$ cat src/rtl/network_v_fwd_pkg.sv
// pkg_tpu: shared types and defaults for the vector-lane operand network.
//   data_t / index_t   : operand and register-index types at default widths
//   sel_src_t          : per-operand source select encoding
//   BYPASS_BUFF_SIZE   : default depth of the write-back bypass buffer
package pkg_tpu;

  localparam int WIDTH_DATA_DEF   = 32;
  localparam int WIDTH_INDEX_DEF  = 8;
  localparam int BYPASS_BUFF_SIZE = 8;

  typedef logic [WIDTH_DATA_DEF-1:0]  data_t;
  typedef logic [WIDTH_INDEX_DEF-1:0] index_t;

  typedef enum logic [1:0] {
    SRC_RF     = 2'd0,
    SRC_SCALAR = 2'd1,
    SRC_LANE   = 2'd2,
    SRC_ZERO   = 2'd3
  } sel_src_t;

endpackage

$ cat src/rtl/network_v_fwd_if.sv
// network_v_fwd_if: operand request / write-back / result bundle of one lane.
//   master : register-read stage + write-back path (drives I_*, sees O_*)
//   slave  : the operand network (sees I_*, drives O_*)
interface network_v_fwd_if import pkg_tpu::*; #(
  parameter int NUM_LANES   = 16,
  parameter int NUM_SRC     = 3,
  parameter int WIDTH_DATA  = WIDTH_DATA_DEF,
  parameter int WIDTH_INDEX = WIDTH_INDEX_DEF
);
  localparam int WIDTH_LANES = $clog2(NUM_LANES);

  logic                               I_Stall;
  logic                               I_Req;
  logic [2*NUM_SRC-1:0]               I_Sel_Src;
  logic [WIDTH_LANES*NUM_SRC-1:0]     I_Sel_Lane;
  logic [WIDTH_DATA-1:0]              I_Scalar_Data;
  logic [WIDTH_DATA*NUM_LANES-1:0]    I_Lane_Data;
  logic [WIDTH_DATA*NUM_SRC-1:0]      I_Src_Data;
  logic [WIDTH_INDEX*NUM_SRC-1:0]     I_Src_Idx;
  logic                               I_WB_Req;
  logic [WIDTH_INDEX-1:0]             I_WB_Index;
  logic [WIDTH_DATA-1:0]              I_WB_Data;
  logic                               I_Commit;
  logic                               O_Valid;
  logic [WIDTH_DATA*NUM_SRC-1:0]      O_Src_Data;
  logic [NUM_SRC-1:0]                 O_Hit;
  logic                               O_Buff_Full;
  logic                               O_Buff_Empty;
  logic                               O_Overflow;

  modport master (
    output I_Stall, I_Req, I_Sel_Src, I_Sel_Lane, I_Scalar_Data, I_Lane_Data,
           I_Src_Data, I_Src_Idx, I_WB_Req, I_WB_Index, I_WB_Data, I_Commit,
    input  O_Valid, O_Src_Data, O_Hit, O_Buff_Full, O_Buff_Empty, O_Overflow
  );

  modport slave (
    input  I_Stall, I_Req, I_Sel_Src, I_Sel_Lane, I_Scalar_Data, I_Lane_Data,
           I_Src_Data, I_Src_Idx, I_WB_Req, I_WB_Index, I_WB_Data, I_Commit,
    output O_Valid, O_Src_Data, O_Hit, O_Buff_Full, O_Buff_Empty, O_Overflow
  );

endinterface

$ cat src/rtl/network_v_fwd_bypass_fifo_v.sv
// bypass_fifo_v: circular FIFO of in-flight write-backs {index, data} with
// NUM_SRC parallel youngest-match lookups.
//   clock, reset (async, active-low)
//   wb_req/wb_index/wb_data : push;  commit : pop oldest
//   lk_index -> lk_hit/lk_data : per-source forwarding lookup
//   buff_full/buff_empty : registered from post-update count
//   overflow : sticky, a push was dropped while full
// Macro NETWORK_V_SAME_CYCLE_FWD_EN: when defined, the write-back presented
// this cycle is also compared and wins over stored entries.
module bypass_fifo_v import pkg_tpu::*; #(
  parameter int BUFF_DEPTH  = BYPASS_BUFF_SIZE,
  parameter int NUM_SRC     = 3,
  parameter int WIDTH_DATA  = WIDTH_DATA_DEF,
  parameter int WIDTH_INDEX = WIDTH_INDEX_DEF
) (
  input  logic                           clock,
  input  logic                           reset,
  input  logic                           wb_req,
  input  logic [WIDTH_INDEX-1:0]         wb_index,
  input  logic [WIDTH_DATA-1:0]          wb_data,
  input  logic                           commit,
  input  logic [NUM_SRC*WIDTH_INDEX-1:0] lk_index,
  output logic [NUM_SRC-1:0]             lk_hit,
  output logic [NUM_SRC*WIDTH_DATA-1:0]  lk_data,
  output logic                           buff_full,
  output logic                           buff_empty,
  output logic                           overflow
);
  localparam int WIDTH_PTR = $clog2(BUFF_DEPTH);
  localparam int WIDTH_CNT = WIDTH_PTR + 1;
  localparam logic [WIDTH_CNT-1:0] CNT_FULL = WIDTH_CNT'(BUFF_DEPTH);

  logic [WIDTH_INDEX-1:0] idx_mem  [BUFF_DEPTH];
  logic [WIDTH_DATA-1:0]  data_mem [BUFF_DEPTH];
  logic [WIDTH_PTR-1:0]   wr_ptr, rd_ptr, pos;
  logic [WIDTH_CNT-1:0]   count, count_nxt;
  logic                   do_push, do_pop;

  // A pop frees a slot in the same cycle, so push+pop while full still pushes.
  always_comb begin
    do_pop    = commit && (count != '0);
    do_push   = wb_req && ((count != CNT_FULL) || do_pop);
    count_nxt = count;
    if (do_push && !do_pop)      count_nxt = count + 1'b1;
    else if (!do_push && do_pop) count_nxt = count - 1'b1;
  end

  // Storage needs no reset: entries beyond count are never looked at.
  always_ff @(posedge clock) begin
    if (do_push) begin
      idx_mem[wr_ptr]  <= wb_index;
      data_mem[wr_ptr] <= wb_data;
    end
  end

  // Power-of-two depth: pointers wrap by natural overflow.
  always_ff @(posedge clock or negedge reset) begin
    if (!reset) begin
      wr_ptr     <= '0;
      rd_ptr     <= '0;
      count      <= '0;
      buff_full  <= 1'b0;
      buff_empty <= 1'b1;
      overflow   <= 1'b0;
    end else begin
      if (do_push) wr_ptr <= wr_ptr + 1'b1;
      if (do_pop)  rd_ptr <= rd_ptr + 1'b1;
      count      <= count_nxt;
      buff_full  <= (count_nxt == CNT_FULL);
      buff_empty <= (count_nxt == '0);
      if (wb_req && !do_push) overflow <= 1'b1;
    end
  end

  // Scan oldest to youngest so the youngest match is the last assignment.
  always_comb begin
    lk_hit  = '0;
    lk_data = '0;
    pos     = '0;
    for (int s = 0; s < NUM_SRC; s++) begin
      for (int i = 0; i < BUFF_DEPTH; i++) begin
        pos = rd_ptr + WIDTH_PTR'(i);
        if ((WIDTH_CNT'(i) < count) &&
            (idx_mem[pos] == lk_index[s*WIDTH_INDEX +: WIDTH_INDEX])) begin
          lk_hit[s] = 1'b1;
          lk_data[s*WIDTH_DATA +: WIDTH_DATA] = data_mem[pos];
        end
      end
`ifdef NETWORK_V_SAME_CYCLE_FWD_EN
      if (wb_req && (wb_index == lk_index[s*WIDTH_INDEX +: WIDTH_INDEX])) begin
        lk_hit[s] = 1'b1;
        lk_data[s*WIDTH_DATA +: WIDTH_DATA] = wb_data;
      end
`endif
    end
  end

endmodule

$ cat src/rtl/network_v_fwd.sv
// network_v_fwd: per-lane operand network. Per source operand selects own RF
// data, scalar broadcast, a crossbar lane, or zero; RF operands are forwarded
// from the write-back bypass buffer; results go through a stallable register.
//   clock, reset (async, active-low)
//   bus (network_v_fwd_if.slave) : request, write-back and result signals
// Macro NETWORK_V_SAME_CYCLE_FWD_EN: enables same-cycle write-back forwarding
// (see bypass_fifo_v); undefined, write-backs are visible one cycle after push.
module network_v_fwd import pkg_tpu::*; #(
  parameter int NUM_LANES   = 16,
  parameter int LANE_ID     = 0,
  parameter int NUM_SRC     = 3,
  parameter int BUFF_DEPTH  = BYPASS_BUFF_SIZE,
  parameter int WIDTH_DATA  = WIDTH_DATA_DEF,
  parameter int WIDTH_INDEX = WIDTH_INDEX_DEF
) (
  input logic            clock,
  input logic            reset,
  network_v_fwd_if.slave bus
);
  localparam int WIDTH_LANES = $clog2(NUM_LANES);

  logic [NUM_SRC-1:0]            fwd_hit;
  logic [NUM_SRC*WIDTH_DATA-1:0] fwd_data;
  logic [NUM_SRC*WIDTH_DATA-1:0] sel_data;
  logic [NUM_SRC-1:0]            sel_hit;
  sel_src_t                      src_sel;
  logic [WIDTH_LANES-1:0]        lane;
  logic                          accept;

  bypass_fifo_v #(
    .BUFF_DEPTH  (BUFF_DEPTH),
    .NUM_SRC     (NUM_SRC),
    .WIDTH_DATA  (WIDTH_DATA),
    .WIDTH_INDEX (WIDTH_INDEX)
  ) u_bypass (
    .clock      (clock),
    .reset      (reset),
    .wb_req     (bus.I_WB_Req),
    .wb_index   (bus.I_WB_Index),
    .wb_data    (bus.I_WB_Data),
    .commit     (bus.I_Commit),
    .lk_index   (bus.I_Src_Idx),
    .lk_hit     (fwd_hit),
    .lk_data    (fwd_data),
    .buff_full  (bus.O_Buff_Full),
    .buff_empty (bus.O_Buff_Empty),
    .overflow   (bus.O_Overflow)
  );

  always_comb begin
    sel_data = '0;
    sel_hit  = '0;
    src_sel  = SRC_ZERO;
    lane     = '0;
    for (int s = 0; s < NUM_SRC; s++) begin
      src_sel = sel_src_t'(bus.I_Sel_Src[2*s +: 2]);
      lane    = bus.I_Sel_Lane[s*WIDTH_LANES +: WIDTH_LANES];
      case (src_sel)
        SRC_RF: begin
          if (fwd_hit[s]) begin
            sel_data[s*WIDTH_DATA +: WIDTH_DATA] = fwd_data[s*WIDTH_DATA +: WIDTH_DATA];
            sel_hit[s] = 1'b1;
          end else begin
            sel_data[s*WIDTH_DATA +: WIDTH_DATA] = bus.I_Src_Data[s*WIDTH_DATA +: WIDTH_DATA];
          end
        end
        SRC_SCALAR: sel_data[s*WIDTH_DATA +: WIDTH_DATA] = bus.I_Scalar_Data;
        SRC_LANE: begin
          // Own lane comes from the local read port, not the crossbar copy.
          if (lane == WIDTH_LANES'(LANE_ID))
            sel_data[s*WIDTH_DATA +: WIDTH_DATA] = bus.I_Src_Data[s*WIDTH_DATA +: WIDTH_DATA];
          else
            sel_data[s*WIDTH_DATA +: WIDTH_DATA] = bus.I_Lane_Data[lane*WIDTH_DATA +: WIDTH_DATA];
        end
        default: sel_data[s*WIDTH_DATA +: WIDTH_DATA] = '0;
      endcase
    end
  end

  assign accept = bus.I_Req && !bus.I_Stall;

  always_ff @(posedge clock or negedge reset) begin
    if (!reset) begin
      bus.O_Valid    <= 1'b0;
      bus.O_Src_Data <= '0;
      bus.O_Hit      <= '0;
    end else begin
      bus.O_Valid <= accept;
      if (accept) begin
        bus.O_Src_Data <= sel_data;
        bus.O_Hit      <= sel_hit;
      end
    end
  end

endmodule

$ cat src/flat_wrapper.sv
// flat-port wrapper written by rule: the top's interface ports become plain ports
module network_v_fwd_flat import pkg_tpu::*;
#(
  parameter int NUM_LANES   = 16,
  parameter int LANE_ID     = 0,
  parameter int NUM_SRC     = 3,
  parameter int BUFF_DEPTH  = BYPASS_BUFF_SIZE,
  parameter int WIDTH_DATA  = WIDTH_DATA_DEF,
  parameter int WIDTH_INDEX = WIDTH_INDEX_DEF
)
  (clock, reset, bus_I_Stall, bus_I_Req, bus_I_Sel_Src, bus_I_Sel_Lane, bus_I_Scalar_Data, bus_I_Lane_Data, bus_I_Src_Data, bus_I_Src_Idx, bus_I_WB_Req, bus_I_WB_Index, bus_I_WB_Data, bus_I_Commit, bus_O_Valid, bus_O_Src_Data, bus_O_Hit, bus_O_Buff_Full, bus_O_Buff_Empty, bus_O_Overflow);
  network_v_fwd_if #(.NUM_LANES(NUM_LANES), .NUM_SRC(NUM_SRC), .WIDTH_DATA(WIDTH_DATA), .WIDTH_INDEX(WIDTH_INDEX)) bus_i ();
  input logic clock;
  input logic reset;
  input wire logic [$bits(bus_i.I_Stall)-1:0] bus_I_Stall;
  input wire logic [$bits(bus_i.I_Req)-1:0] bus_I_Req;
  input wire logic [$bits(bus_i.I_Sel_Src)-1:0] bus_I_Sel_Src;
  input wire logic [$bits(bus_i.I_Sel_Lane)-1:0] bus_I_Sel_Lane;
  input wire logic [$bits(bus_i.I_Scalar_Data)-1:0] bus_I_Scalar_Data;
  input wire logic [$bits(bus_i.I_Lane_Data)-1:0] bus_I_Lane_Data;
  input wire logic [$bits(bus_i.I_Src_Data)-1:0] bus_I_Src_Data;
  input wire logic [$bits(bus_i.I_Src_Idx)-1:0] bus_I_Src_Idx;
  input wire logic [$bits(bus_i.I_WB_Req)-1:0] bus_I_WB_Req;
  input wire logic [$bits(bus_i.I_WB_Index)-1:0] bus_I_WB_Index;
  input wire logic [$bits(bus_i.I_WB_Data)-1:0] bus_I_WB_Data;
  input wire logic [$bits(bus_i.I_Commit)-1:0] bus_I_Commit;
  output wire logic [$bits(bus_i.O_Valid)-1:0] bus_O_Valid;
  output wire logic [$bits(bus_i.O_Src_Data)-1:0] bus_O_Src_Data;
  output wire logic [$bits(bus_i.O_Hit)-1:0] bus_O_Hit;
  output wire logic [$bits(bus_i.O_Buff_Full)-1:0] bus_O_Buff_Full;
  output wire logic [$bits(bus_i.O_Buff_Empty)-1:0] bus_O_Buff_Empty;
  output wire logic [$bits(bus_i.O_Overflow)-1:0] bus_O_Overflow;
  assign bus_i.I_Stall = bus_I_Stall;
  assign bus_i.I_Req = bus_I_Req;
  assign bus_i.I_Sel_Src = bus_I_Sel_Src;
  assign bus_i.I_Sel_Lane = bus_I_Sel_Lane;
  assign bus_i.I_Scalar_Data = bus_I_Scalar_Data;
  assign bus_i.I_Lane_Data = bus_I_Lane_Data;
  assign bus_i.I_Src_Data = bus_I_Src_Data;
  assign bus_i.I_Src_Idx = bus_I_Src_Idx;
  assign bus_i.I_WB_Req = bus_I_WB_Req;
  assign bus_i.I_WB_Index = bus_I_WB_Index;
  assign bus_i.I_WB_Data = bus_I_WB_Data;
  assign bus_i.I_Commit = bus_I_Commit;
  assign bus_O_Valid = bus_i.O_Valid;
  assign bus_O_Src_Data = bus_i.O_Src_Data;
  assign bus_O_Hit = bus_i.O_Hit;
  assign bus_O_Buff_Full = bus_i.O_Buff_Full;
  assign bus_O_Buff_Empty = bus_i.O_Buff_Empty;
  assign bus_O_Overflow = bus_i.O_Overflow;
  network_v_fwd #(.NUM_LANES(NUM_LANES), .LANE_ID(LANE_ID), .NUM_SRC(NUM_SRC), .BUFF_DEPTH(BUFF_DEPTH), .WIDTH_DATA(WIDTH_DATA), .WIDTH_INDEX(WIDTH_INDEX)) u_core (.clock(clock), .reset(reset), .bus(bus_i));
endmodule
$ cat config.mk
export PLATFORM = sky130hd
export DESIGN_NAME = network_v_fwd_flat
export DESIGN_NICKNAME = d
export VERILOG_FILES = /design/src/rtl/network_v_fwd_pkg.sv /design/src/rtl/network_v_fwd_if.sv /design/src/rtl/network_v_fwd_bypass_fifo_v.sv /design/src/rtl/network_v_fwd.sv /design/src/flat_wrapper.sv
export SDC_FILE = /design/constraint.sdc
export NUM_CORES = 2
export LEC_CHECK = 0
export ABC_AREA = 1
export CORE_ASPECT_RATIO = 1.4
export CORE_UTILIZATION = 30
export CTS_CLUSTER_SIZE = 40
export DETAILED_ROUTE_END_ITERATION = 10
export DONT_BUFFER_PORTS = 1
export HOLD_SLACK_MARGIN = 0.08
export PLACE_DENSITY = 0.43
export SLEW_MARGIN = 20
export SYNTH_ARGS = -nofsm -noshare
export SYNTH_HDL_FRONTEND = slang
export SYNTH_SLANG_ARGS = --single-unit
$ cat constraint.sdc
create_clock -name clock -period 7.68 [get_ports clock]
set_input_delay 1.152 -clock clock [delete_from_list [all_inputs] [get_ports clock]]
set_output_delay 1.152 -clock clock [all_outputs]
set_load 0.02 [all_outputs]
After elaboration in Yosys (flattened, before gate mapping):

Memory sizes are Yosys's and may differ from the RTL's.
Cells that the tools add are included.

* $add $sub $neg: 10
* $lt $le $gt $ge: 8
* equality and inequality tests: 32
* shift-type cells: 3
* multiplexer cells: 67
* reduce and logical (&&, ||, !) cells: 42

Operators with widths (count)
* $shiftx 512x10->32: 3
* $mux 32: 30
* $pmux 32 s3: 3
* $eq 8x8->1: 24
* $mux 1: 32
* $logic_and 1x1->1: 30
* $logic_not 4->1: 4
* $lt 3x4->1 const A: 4
* $add 3x3->3 const B: 4
* $lt 1x4->1 const A: 2
* $lt 2x4->1 const A: 2
* $mux 4: 2
* $add 3x1->3 const B: 2
* $add 3x2->3 const B: 2
* $eq 2x1->1 const B: 3
* $eq 2x2->1 const B: 3
* $logic_not 2->1: 3
* $add 4x1->4 const B: 1
* $eq 4x4->1 const B: 1
* $ne 4x4->1 const B: 1
* $reduce_bool 4->1: 1
* $sub 4x1->4 const B: 1
* $logic_not 1->1: 3
* $logic_or 1x1->1: 1

* flip-flop bits (word level): 113
* RAM bits: 320
* output and inout port bits: 103
* logic and storage cells: 173
* memories: 2

Memory list
* u_core.u_bypass.data_mem: depth 8, bits a word 32, read ports 8, clocked after Yosys merged registers in 0, wr ports 1, line network_v_fwd_bypass_fifo_v.sv:34 `logic [WIDTH_DATA-1:0] data_mem [BUFF_DEPTH];`
* u_core.u_bypass.idx_mem: depth 8, bits a word 8, read ports 8, clocked after Yosys merged registers in 0, wr ports 1, line network_v_fwd_bypass_fifo_v.sv:33 `logic [WIDTH_INDEX-1:0] idx_mem [BUFF_DEPTH];`

Logic depth before layout (Yosys ltp):

An unclocked memory read counts as a cell.

* depth after elaboration: 13
* gate-level depth with buffers: 36

Modules after synthesis:

Synthesis repeated with hierarchy kept, for this count alone.

* cell total of the unflattened synthesis: 10551
* area total of the unflattened synthesis: 56314.0 um2

By module, submodules not included
* bypass_fifo_v: times used 1, cells each 5591, area each 33204.3 um2, sequential area each 9935.8 um2
* network_v_fwd: times used 1, cells each 4960, area each 23109.7 um2, sequential area each 2502.4 um2

Least setup slack after synthesis:

No wires, ideal clock.

* path kind: flip-flop to flip-flop
* from: register u_core.u_bypass.rd_ptr[0]
* to: register u_core.bus.O_Src_Data[72]
* library setup time: 117 ps
* data arrival time: 4075 ps
* setup slack: 3488 ps
* cell stages (with the launch flop): 35
* path buffers: 8
* cells stage by stage: dfrtp_1 inv_1 buf_2 buf_2 buf_2 buf_2 buf_1 ha_1 inv_1 buf_2 buf_1 nand3_1 nand3_1 nand2_1 nand2_1 nand2_1 nor2_1 nand3_1 nor2_1 inv_2 clkbuf_1 nand3_1 nand2_1 nand2_1 nand2_1 nand2_1 nand2_1 nand2_1 nand2_1 nand2_1 nand2_1 nand2_1 nand2_1 nand2_1 nand2_1

* elaborated cells between the ends (all ways): 43
* those cells by class: add/sub: 7; eq/ne: 8; mux: 18; reduce/logical: 8; memory: 2

RTL lines
* from (decl): line network_v_fwd_bypass_fifo_v.sv:35 `logic [WIDTH_PTR-1:0] wr_ptr, rd_ptr, pos;`
* from (signal assigned): line network_v_fwd_bypass_fifo_v.sv:67 `if (do_pop) rd_ptr <= rd_ptr + 1'b1;`
* $add 3x3->3 (*): line network_v_fwd_bypass_fifo_v.sv:82 `pos = rd_ptr + WIDTH_PTR'(i);`
* via u_core.u_bypass.pos[0]: line network_v_fwd_bypass_fifo_v.sv:35
* $mem_v2 8x8
* $eq 8x8->1: line network_v_fwd_bypass_fifo_v.sv:84 `(idx_mem[pos] == lk_index[s*WIDTH_INDEX +: WIDTH_INDEX])) begin`
* $logic_and 1x1->1: line network_v_fwd_bypass_fifo_v.sv:83 `if ((WIDTH_CNT'(i) < count) &&`
* $mux 32 / $mux 1 (equally long branches): line network_v_fwd_bypass_fifo_v.sv:83
* $mux 32 (*): line network_v_fwd.sv:60 `if (fwd_hit[s]) begin`
* $pmux 32 s3 (*): line network_v_fwd.sv:58 `case (src_sel)`
* to (signal assigned): line network_v_fwd.sv:90 `bus.O_Src_Data <= sel_data;`
* to (decl): line network_v_fwd_if.sv:40 `output O_Valid, O_Src_Data, O_Hit, O_Buff_Full, O_Buff_Empty, O_Overflow`

The timed path passes the listed nets; every way through them passes the cells marked *.
A chain may end at the register's enable or synchronous reset.

Worst setup path after layout:

* from: register u_core.u_bypass.rd_ptr[1]
* to: register u_core.bus.O_Src_Data[18]

* longest elaborated chain between the ends: 13
* elaborated cells between the ends (all ways): 43
* those cells by class: add/sub: 7; eq/ne: 8; mux: 18; reduce/logical: 8; memory: 2

RTL lines (line)
* $add 3x1->3 / $mem_v2 8x8 (equally long branches)
* $mem_v2 8x8 / $eq 8x8->1 (equally long branches)
* $eq 8x8->1 / $logic_and 1x1->1 (equally long branches): network_v_fwd_bypass_fifo_v.sv:84, network_v_fwd_bypass_fifo_v.sv:83
* $logic_and 1x1->1 (tied with other cells): network_v_fwd_bypass_fifo_v.sv:83
* $mux 32 / $mux 1 (equally long branches) (7 in a row): network_v_fwd_bypass_fifo_v.sv:83
* $mux 32 (*): network_v_fwd.sv:60
* $pmux 32 s3 (*): network_v_fwd.sv:58

Mark *: on every way between the ends. The rest lies on a longest branch, timed or not.

==> metrics <==
Hold Vio Cnt, Final 0; WL/cell 33.4 um; fin crit share 73.7%; routability cong. 1.05; clock-pin slew on the worst setup and hold paths 0.08 ns; cells on worst reg2reg path 26; max-cap violations 0; Netlist cell types 56; Max Buffers Root-to-Sink 3; worst-margin pin slew 2.15 ns; total track usage 40.6%; Die ar. 180000 sq um; area grow syn2layout 6.83%; Worst Path Arrival 6.19 ns; CP Buf/Inv Count 4; dpl hpwl 290 mm; pin count of the biggest net entering global routing 399; post-synth top area share 21.7%; vias in the first global route 61186; Peak VDD IR 326 uV; synth warn 0; Die Wd 359 um; layout cell share with drive strength beyond 1 4.24%; Leak 26.1 nW; via/cell ratio 5.90; routed via count 67534; Post-CTS Setup Bufs 0; Achievable Freq 177 MHz; core area 177000 sq um; Setup crit end kind flop; post-route clock skew 0.0757 ns; DRT Pass-1 Iters 8; status complete, but fails checks; Rows 183; post-cts sizing count 0; RR Startpoint u_core.u_bypass.rd_ptr[1]; cell count along the critical path 26; global route overflow 0; Synth area leaders nand2_1 (22%), edfxtp_1 (18%), o21ai_0 (14%), nand3_1 (7.6%), a21oi_1 (6.5%); Final #Nets 9687; Mapped Cells 9490; CTS tree yes; Critical Path Start u_core.u_bypass.rd_ptr[1]; area occupied by multi-input gates 35000 sq um; area leader, netlist nand2_1; total power 23.9 mW; Top Ports 831; Worst Hold Class in -> async; violated checks max-slew violations; sequential cell area fraction in the yosys report 23.2%; DR iter-0 viols 8348; final core utilization 32.2%; Synth Cell Area 53500 sq um; final critical-path required period 5.66 ns; FILL cells 19990; crit-path max FO 90; Synth Net Count 10225; Port Buf Inserts 0; Register Area 12400 sq um; most frequent cells in the layout nand2_1 (3086), o21ai_0 (1475), inv_1 (873); CP Data Required Time 8.21 ns; Critical-path top delay cell dfrtp_4; Crit path max-delay family simple AND/OR/NAND/NOR gates; Post-route DRC 0; Crit Path Category reg -> reg; final-report setup violation count 0; initial antenna violation count 95; Worst path max stage delay 0.65 ns; most frequent CP cell nand2_1; commonest non-fill, non-tap cell in the layout nand2_1; antenna-violating nets left 0; number of CTS-inserted buffers 50; RSZ-0062 raised after global routing false; Sum Neg Setup Slack 0 ns; global-route wire length before repair 516 mm; DRT Wirelength 383 mm; synthesized area per cell 5.64 sq um; Die Y 502 um; H-tree depth 2; power density cells 418 nW/um^2; CTS root buf clkbuf_16; startpoint types flop; hold_buf cts 0; Slew headroom -43.4%; CTS Sinks 433; worst skew pair latency 0.71 ns; Yosys reg bits 433; Max Slew Vio Count 303; initial core utilization 30.2%
per-layer routing:
layer | wire, um | global-route usage (%) | part of all wire, %
met4 | 42700 | 40.2 | 11
met3 | 35000 | 9.82 | 9.1
met2 | 173000 | 65.1 | 45
met1 | 132000 | 43.4 | 34
met5 | 51 | 0 | 0.013
final cells by class:
type                       instances  share of cell area (%)
antenna                          137                   0.600
inverter                         932                    6.15
sequential                       433                    21.8
multi-input combinational       7387                    61.3
tap                             2312                    5.06
clock buffer                      57                    2.25
clock inverter                    37                   0.814
timing repair buffer             148                    2.07
per-stage QoR:
step | std cells | area, sq um | hold WS [ns] | worst slack, ns
6_report | 11443 | 57200 | 0.157 | 2.02
5_1_grt | 11433 | 57200 | 0.140 | 1.73
4_1_cts | 11305 | 56800 | 0.116 | 2.05
3_5_place_dp | 11211 | 55100 | 0.525 | 2.08
3_3_place_gp | 11210 | 55100 | 0.513 | 2.07
2_1_floorplan | 9490 | 53500 | 0.490 | 3.49
flip-flops by register name (all words and copies together), names as in the netlist:
register                    flops
u_core.u_bypass.data_mem      256
u_core.bus.O_Src_Data          96
u_core.u_bypass.idx_mem        64
u_core.u_bypass.count           4
u_core.bus.O_Hit                3
u_core.u_bypass.rd_ptr          3
u_core.u_bypass.wr_ptr          3
u_core.bus.O_Valid              1
u_core.u_bypass.buff_empty      1
u_core.u_bypass.buff_full       1
u_core.u_bypass.overflow        1
synth_stat cells (all sizes together):
cell	number
nand2	3088
o21ai	1520
inv	910
nand3	818
a21oi	691
clkbuf	558
nor2	487
edfxtp	320
o211ai	200
buf	180
dfrtp	112
mux2i	109
xor2	69
or2	65
a32oi	57
nand4	54
o22ai	41
a31oi	36
o21a	36
nor3	29
clkinv	22
nor4	12
o221ai	10
ha	7
nand3b	7
a211oi	6
a41oi	6
nor3b	6
a221oi	4
and2	4
and3	4
o2111ai	4
o31ai	4
xnor2	3
a21boi	2
nor4b	2
or3	2
a21o	1
a311oi	1
dfstp	1
o2111a	1
o41ai	1
final timing paths:
check	endpoint	slack, ns
worst min register to register	u_core.u_bypass.wr_ptr[0]	0.54
min in group clock	u_core.u_bypass.wr_ptr[0]	0.54
max in group asynchronous	u_core.u_bypass.rd_ptr[2]	6.77
worst max register to register	u_core.bus.O_Src_Data[18]	2.02
worst min-delay path	u_core.bus.O_Src_Data[1]	0.16
worst max-delay path	u_core.bus.O_Src_Data[18]	2.02
logic make-up after synthesis:
logic type	synth area share, %
flops	23.2
xor+xnor	1.28
fa+ha+maj	0.164
compound gates	26.4
simple gates	34.9
buf+inv	11.9
mux	2.04
power breakdown:
part           switching [mW]  internal, mW
Clock                    1.23          1.50
Combinational            13.6          4.04
Sequential              0.591          2.89
Total                    15.5          8.43
Power figures use the tool's default switching activity.
